**config.mk**
```make
export PLATFORM = sky130hd
export DESIGN_NAME = voice_mixer
export DESIGN_NICKNAME = d
export VERILOG_FILES = /design/src/rtl/voice_mixer.sv
export SDC_FILE = /design/constraint.sdc
export NUM_CORES = 2
export LEC_CHECK = 0
export ABC_AREA = 1
export CAP_MARGIN = 15
export CORE_AREA = 3 3 254 256
export DETAILED_ROUTE_END_ITERATION = 16
export DIE_AREA = 0 0 257 259
export GPL_TIMING_DRIVEN = 0
export PLACE_DENSITY = 0.87
export SYNTH_ARGS = -nofsm -noshare
export SYNTH_HDL_FRONTEND = slang
export SYNTH_SLANG_ARGS = --single-unit
```
**constraint.sdc**
```tcl
create_clock -name clk -period 25.8 [get_ports clk]
set_input_delay 3.87 -clock clk [delete_from_list [all_inputs] [get_ports clk]]
set_output_delay 3.87 -clock clk [all_outputs]
set_load 0.005 [all_outputs]
```
**src/rtl/voice_mixer.sv**
```systemverilog
// voice_mixer: eight-voice square-wave synth, one voice per clock through a shared multiplier, mixed to a 48 kHz sample
module voice_mixer #(
  parameter int SAMPLE_RATE = 48000,
  parameter int VOICES = 8,
  parameter int AMPLITUDE = 4095
) (
  input  logic clk,
  input  logic reset,
  input  logic [31:0] clock_frequency,
  input  logic [15:0] frequencies [VOICES-1:0],
  input  logic [31:0] voice_volumes [VOICES-1:0],
  output logic signed [15:0] audio_out,
  output logic sample_valid
);
  localparam int IW = $clog2(VOICES);
  localparam logic [21:0] MOD = 22'(SAMPLE_RATE * 32);
  localparam logic [20:0] HALF = 21'(SAMPLE_RATE * 16);
  localparam logic [31:0] UNITY = 32'h0010_0000;
  typedef enum logic [1:0] {IDLE, SNAP, VOICE, EMIT} state_t;
  state_t state;
  logic [31:0] acc;
  logic [20:0] phase [VOICES-1:0];
  logic [15:0] freq_s [VOICES-1:0];
  logic [31:0] vol_s [VOICES-1:0];
  logic [IW-1:0] idx;
  logic signed [19:0] sum;
  logic [32:0] acc_inc;
  logic tick;
  logic [15:0] f;
  logic [31:0] vol;
  logic [20:0] v;
  logic [35:0] prod;
  logic signed [19:0] mag;
  logic signed [19:0] contrib;
  logic silent;
  logic [21:0] ph_sum;
  logic [20:0] ph_next;
  logic signed [15:0] sat;
  always_comb begin
    acc_inc = {1'b0, acc} + 33'(SAMPLE_RATE);
    tick = acc_inc >= {1'b0, clock_frequency};
    f = freq_s[idx];
    vol = vol_s[idx];
    v = vol > UNITY ? UNITY[20:0] : vol[20:0];
    prod = 36'(AMPLITUDE) * 36'(v);
    mag = $signed(20'(prod >> 20));
    silent = f == '0 || vol == '0;
    contrib = silent ? '0 : phase[idx] < HALF ? mag : -mag;
    ph_sum = {1'b0, phase[idx]} + 22'(f);
    ph_next = silent ? '0 : ph_sum >= MOD ? 21'(ph_sum - MOD) : ph_sum[20:0];
    sat = sum > 20'sd32767 ? 16'sh7fff : sum < -20'sd32767 ? -16'sh7fff : sum[15:0];
  end
  always_ff @(posedge clk) begin
    if (reset) begin
      state <= IDLE;
      acc <= '0;
      idx <= '0;
      sum <= '0;
      audio_out <= '0;
      sample_valid <= 1'b0;
      for (int i = 0; i < VOICES; i++) begin
        phase[i] <= '0;
        freq_s[i] <= '0;
        vol_s[i] <= '0;
      end
    end else begin
      acc <= tick ? 32'(acc_inc - {1'b0, clock_frequency}) : acc_inc[31:0];
      sample_valid <= 1'b0;
      case (state)
        IDLE: if (tick) state <= SNAP;
        SNAP: begin
          freq_s <= frequencies;
          vol_s <= voice_volumes;
          sum <= '0;
          idx <= '0;
          state <= VOICE;
        end
        VOICE: begin
          sum <= sum + contrib;
          phase[idx] <= ph_next;
          idx <= idx + IW'(1);
          if (idx == IW'(VOICES - 1)) state <= EMIT;
        end
        EMIT: begin
          audio_out <= sat;
          sample_valid <= 1'b1;
          state <= IDLE;
        end
        default: state <= IDLE;
      endcase
    end
  end
endmodule

```
Word-level counts from Yosys, hierarchy flattened
Memories as Yosys holds them, arrays and structs flattened. A register that Yosys moved wholly into a read port is not among the register bits.
Index checks and enable logic that the tools add are counted.

word-level totals
  register bits = 458
  memories = 1
  input bits = 418
  RAM bits = 168

operators by class
  reductions and logical operators = 7
  multiplexer cells = 28
  order comparisons = 7
  add/sub/neg operators = 7
  eq/ne operators = 6
  multiply operators = 1

memories
  name   depth  width  read ports  clocked after memory_dff  wr ports  RTL line  source
  phase  8      21     1           1                         8         22        logic [20:0] phase [VOICES-1:0];

operators with widths
  kind                                                                               count
  32-bit binary-select mux with 3-bit select                                         1
  21-bit two-way mux                                                                 4
  32-bit two-way mux                                                                 2
  16-bit binary-select mux with 3-bit select                                         1
  16-bit two-way mux                                                                 3
  20-bit two-way mux                                                                 2
  20-bit one-hot mux with 2 select lines                                             1
  32-bit by 16-bit adder with 33-bit output, second input constant                   1
  33-bit by 32-bit >= comparator with 1-bit output                                   1
  12-bit by 21-bit multiplier with 33-bit output, first input constant               1
  32-bit by 21-bit greater-than comparator with 1-bit output, second input constant  1
  32-bit logical NOT                                                                 1
  32-bit subtractor                                                                  1
  21-bit by 16-bit adder with 22-bit output                                          1
  22-bit by 21-bit >= comparator with 1-bit output, second input constant            1
  21-bit by 20-bit less-than comparator with 1-bit output, second input constant     1
  21-bit OR reduction                                                                1
  21-bit subtractor, second input constant                                           1
  20-bit adder                                                                       1
  20-bit by 16-bit greater-than comparator with 1-bit output, second input constant  1
  20-bit by 16-bit less-than comparator with 1-bit output, second input constant     1
  13-bit negator with 20-bit output                                                  1
  16-bit logical NOT                                                                 1
  3-bit two-way mux                                                                  3
  other kinds (14)                                                                   23

Depth between registers and ports, before layout
  word-level depth = 10
  mapped depth = 62
  depth with buffers taken out = 59

Worst setup path before layout
No wires, ideal clock.

  kind = reg2reg
  from = register idx[0]
  to = register sum[15]
  slack = 17634 ps
  library setup time = 132 ps
  cell stages (with the launch flop) = 49
  buffers on the path = 5
  data arrival time = 8033 ps
  cells stage by stage = dfxtp_1 buf_4 inv_2 buf_2 buf_2 nor3_1 nand3b_1 nand3_1 nand3_1 nor3_1 nand2_2 clkinv_2 buf_2 nand2_1 fa_1 inv_1 fa_1 inv_1 (+13 left out) nand2_1 nand3b_1 nand2_1 ha_1 nor3_1 nor2_1 ha_1 clkbuf_1 nand3_1 nand3_1 a21boi_1 o21ai_0 a21oi_1 o21bai_1 a21oi_1 or2_1 nand3_1 a21oi_1

between the ends
  word-level cells in the longest chain between the ends = 10
  elaborated cells on any way between the ends = 15
  classes of those cells = add/sub: 2; mul: 1; order compare: 1; mux: 8; reduce/logical: 3

ends and longest elaborated chain
  element                                                     RTL line  source
  start: declaration                                          25        logic [IW-1:0] idx;
  start signal: assignment                                    81        idx <= idx + IW'(1);
  32-bit binary-select mux with 3-bit select                  43        vol = vol_s[idx];
  32-bit two-way mux (not written as such)                    43
  32-bit by 21-bit greater-than comparator with 1-bit output  44        v = vol > UNITY ? UNITY[20:0] : vol[20:0];
  21-bit two-way mux                                          44
  12-bit by 21-bit multiplier with 33-bit output              45        prod = 36'(AMPLITUDE) * 36'(v);
  13-bit negator with 20-bit output                           48        contrib = silent ? '0 : phase[idx] < HALF ? mag : -mag;
  20-bit two-way mux                                          48
  20-bit two-way mux *                                        48
  20-bit adder *                                              79        sum <= sum + contrib;
  20-bit one-hot mux with 2 select lines *                    69        case (state)
  end signal: assignment                                      79
  end: declaration                                            26        logic signed [19:0] sum;

Every way passes the cells marked *; elsewhere a longest branch is shown, timed or not. The select of a mux whose other input is x is not followed.
A chain may end at the register's enable or synchronous reset.

Worst setup path in the final report
  from = register idx[0]
  to = register sum[12]

The elaborated chain is that of the path after synthesis.

==> results.cfg <==
[run_status]
status = completed

[place]
place.gp.congestion = 1.031
io_buffers = 433
placed_area_sq_um = 42810
hpwl_mm = 111.3

[timing]
fin_crit_ns = 10.53
fin_tns_setup_ns = 0
finalSetupViolations = 0
slew-limit-headroom = 0.2038
drv_slew = 0
final-hold-violation-count = 0
fin_crit_sh = 0.4081
fin_skew_ns = 0.02896
max_freq_ghz = 0.09499
worst_pin_slew_ns = 1.191
rsz0062_at_grt = false

[die]
start_util = 0.5964
io_pins = 435
die-width_um = 257
dieArea_sq_um = 66560
rows = 92
core_area_sq_um = 62740
dieHeight_um = 259

[clocking]
cts_resized = 0
numCtsBuffers = 68
cts_tree = built
path_clk_slew_ns = 0.06
clockRootBuffer = clkbuf_16
clockBufferDepth = 3
hold_buffers = 0
post_cts_buffers = 0
clk_latency_ns = 0.62
htree_num_levels = 3
cts_num_sinks = 629

[route]
via_per_inst = 5.840
drt_wl_total_mm = 142.8
dr.pass1.iters = 6
antenna_left = 0
via_count = 38810
drc = 0
initialDrtViolationCount = 5142
wl_per_cell_um = 21.49

[synth]
netlist_instances = 5237
ys_types = 52
ys_warn_count = 0
ys_seq_elements = 629
synth_fp_nets = 5926
ys_async_sr_fraction = 0
synth_enable_flop_cells = 168
synth_ff_type = dfxtp_1
seq_area_frac_synth = 0.3815
syn_area_per_cell_sq_um = 7.144
synth_area_sq_um = 37410

[hold_path]
hp-class = reg -> reg
worstHoldPathCells = 2

[worst_setup_path]
crit_slowest_cell = fa_1
r2r_cells = 46
slowest_delay_ns = 0.74
critPathCaptureType = register
cp_max_fo = 10
worstPathArrival_ns = 11.07
path_class = reg -> reg
worstPathRequired_ns = 26.34
cpMostUsedCell = nand3_1
crit_path_start_kind = register

[grt]
groute.usage.overall = 0.4186
grt_max_degree = 22
grt_pass1_wl_mm = 212.7
overflow = 0
antenna_found_initial = 9
grt_pass1_vias = 36710

[power]
vdd_drop_max_mv = 0.1766
cellLeakagePower_nw = 20.81
fin_total_pwr_mw = 6.656
p_per_area_nw_per_um2 = 147.5

[cells_and_area]
post-route-cell-area_sq_um = 45120
syn_to_final_growth_pct = 20.61
fin_nets = 6429
drive_gt1_frac = 0.04266

[run]
drv_cap = 0
-- registers in the layout, summed over array words and instances, names as in the netlist, named ones only --
name	cells
idx	3
phase	168
sample_valid	1
audio_out	16
sum	20
acc	32
state	2
vol_s	256
freq_s	128
-- kinds of logic after synthesis --
family                   after synthesis  share of synthesized area
buffers and inverters                719                    0.07728
AND/OR/NAND/NOR                     2620                     0.2797
XOR/XNOR                              59                    0.01401
adder cells (fa/ha/maj)              271                     0.1173
AO/OA/AOI/OAI                        939                     0.1302
flip-flops                           629                     0.3815
-- routing by layer --
metal  routed length, um  vias up  GRT usage  share of wire
met5                  19        -          0        0.00013
met4                8867        2     0.2216          0.062
met3               17910      485     0.1020           0.13
met2               61260     2552     0.6410           0.43
met1               54720    17980     0.5508           0.38
li1                    -    17790          -              -
-- report_power, final --
part | total, mW | internal [mW] | switching [mW]
Clock | 1.02 | 0.605 | 0.417
Sequential | 1.40 | 1.25 | 0.149
Combinational | 4.24 | 1.31 | 2.93
Total | 6.66 | 3.16 | 3.49
-- worst paths after layout --
check / start / to / slack (ns)
min reg2reg: vol_s[150] / vol_s[150] / 0.46
max: idx[0] / sum[12] / 15.27
max reg2reg: idx[0] / sum[12] / 15.27
min: vol_s[150] / vol_s[150] / 0.46
-- worst max-delay path: cells and delay by family, from the launching register on --
kind	cells	cell delay (ns)
compound gates	8	1.25
fa+ha+maj	7	3.60
buf+inv	10	1.64
flops	1	0.32
simple gates	21	3.65
-- stage by stage --
stage,utilization,hold slack [ns],setup slack [ns],instances
floorplan,-,0.4335,17.63,5237
global placement,0.6823,0.4443,15.75,6516
detailed placement,0.6823,0.4505,15.57,6516
CTS,0.7189,0.4623,15.55,6636
global route,0.7192,0.4809,14.67,6644
finish,0.7193,0.4602,15.27,6645
-- layout by cell type, fill, tap and decap left out, types with 11 or more instances in the layout --
cell and instances:
a21oi_1 246, clkdlybuf4s50_1 433, nor3_1 32, ha_1 138
dfxtp_1 461, buf_6 11, a31oi_1 22, buf_2 57
nand3_2 15, nand3b_1 11, inv_1 440, edfxtp_1 168
inv_2 12, nand4_1 23, o22ai_1 14, o21ai_0 605
fa_1 133, xor2_1 33, nand3_1 195, nor2_2 11
clkbuf_16 72, clkbuf_1 190, xnor2_1 25, nand2_1 1010
nor2_1 1283
-- cells in the mapped netlist, types with 3 or more instances --
cell | instances | area, sq um
nor2_1 | 1283 | 4816
nand2_1 | 1010 | 3791
o21ai_0 | 605 | 3028
dfxtp_1 | 461 | 9229
inv_1 | 440 | 1652
a21oi_1 | 246 | 1231
nand3_1 | 195 | 975.9
clkbuf_1 | 178 | 668.1
edfxtp_1 | 168 | 5045
ha_1 | 138 | 1727
fa_1 | 133 | 2663
buf_2 | 57 | 285.3
xor2_1 | 33 | 289.0
nor3_1 | 32 | 160.2
xnor2_1 | 25 | 219.0
nand4_1 | 23 | 143.9
a31oi_1 | 22 | 137.6
nand3_2 | 15 | 150.1
o22ai_1 | 14 | 87.58
inv_2 | 12 | 45.04
buf_6 | 11 | 123.9
nand3b_1 | 11 | 82.58
nor2_2 | 11 | 68.82
buf_1 | 10 | 37.54
buf_4 | 10 | 75.07
nor4_1 | 10 | 62.56
or2_2 | 10 | 62.56
a21o_1 | 9 | 67.56
nand2_2 | 8 | 50.05
o21ai_1 | 8 | 40.04
o211ai_1 | 7 | 52.55
o21a_1 | 6 | 45.04
a211oi_1 | 5 | 37.54
o21bai_1 | 5 | 37.54
and3_1 | 4 | 25.02
a21boi_0 | 3 | 22.52
-- area by class of cell --
type	count	area, sq um
sequential	629	14270
clock inverter	26	327.8
clock buffer	94	1967
fill	5119	17610
inverter	453	1702
antenna	9	22.52
timing repair buffer	433	4334
tap	846	1059
multi-input combinational	3889	20250
buffer	266	1190
Note: power is estimated with default switching activity, not from simulation.
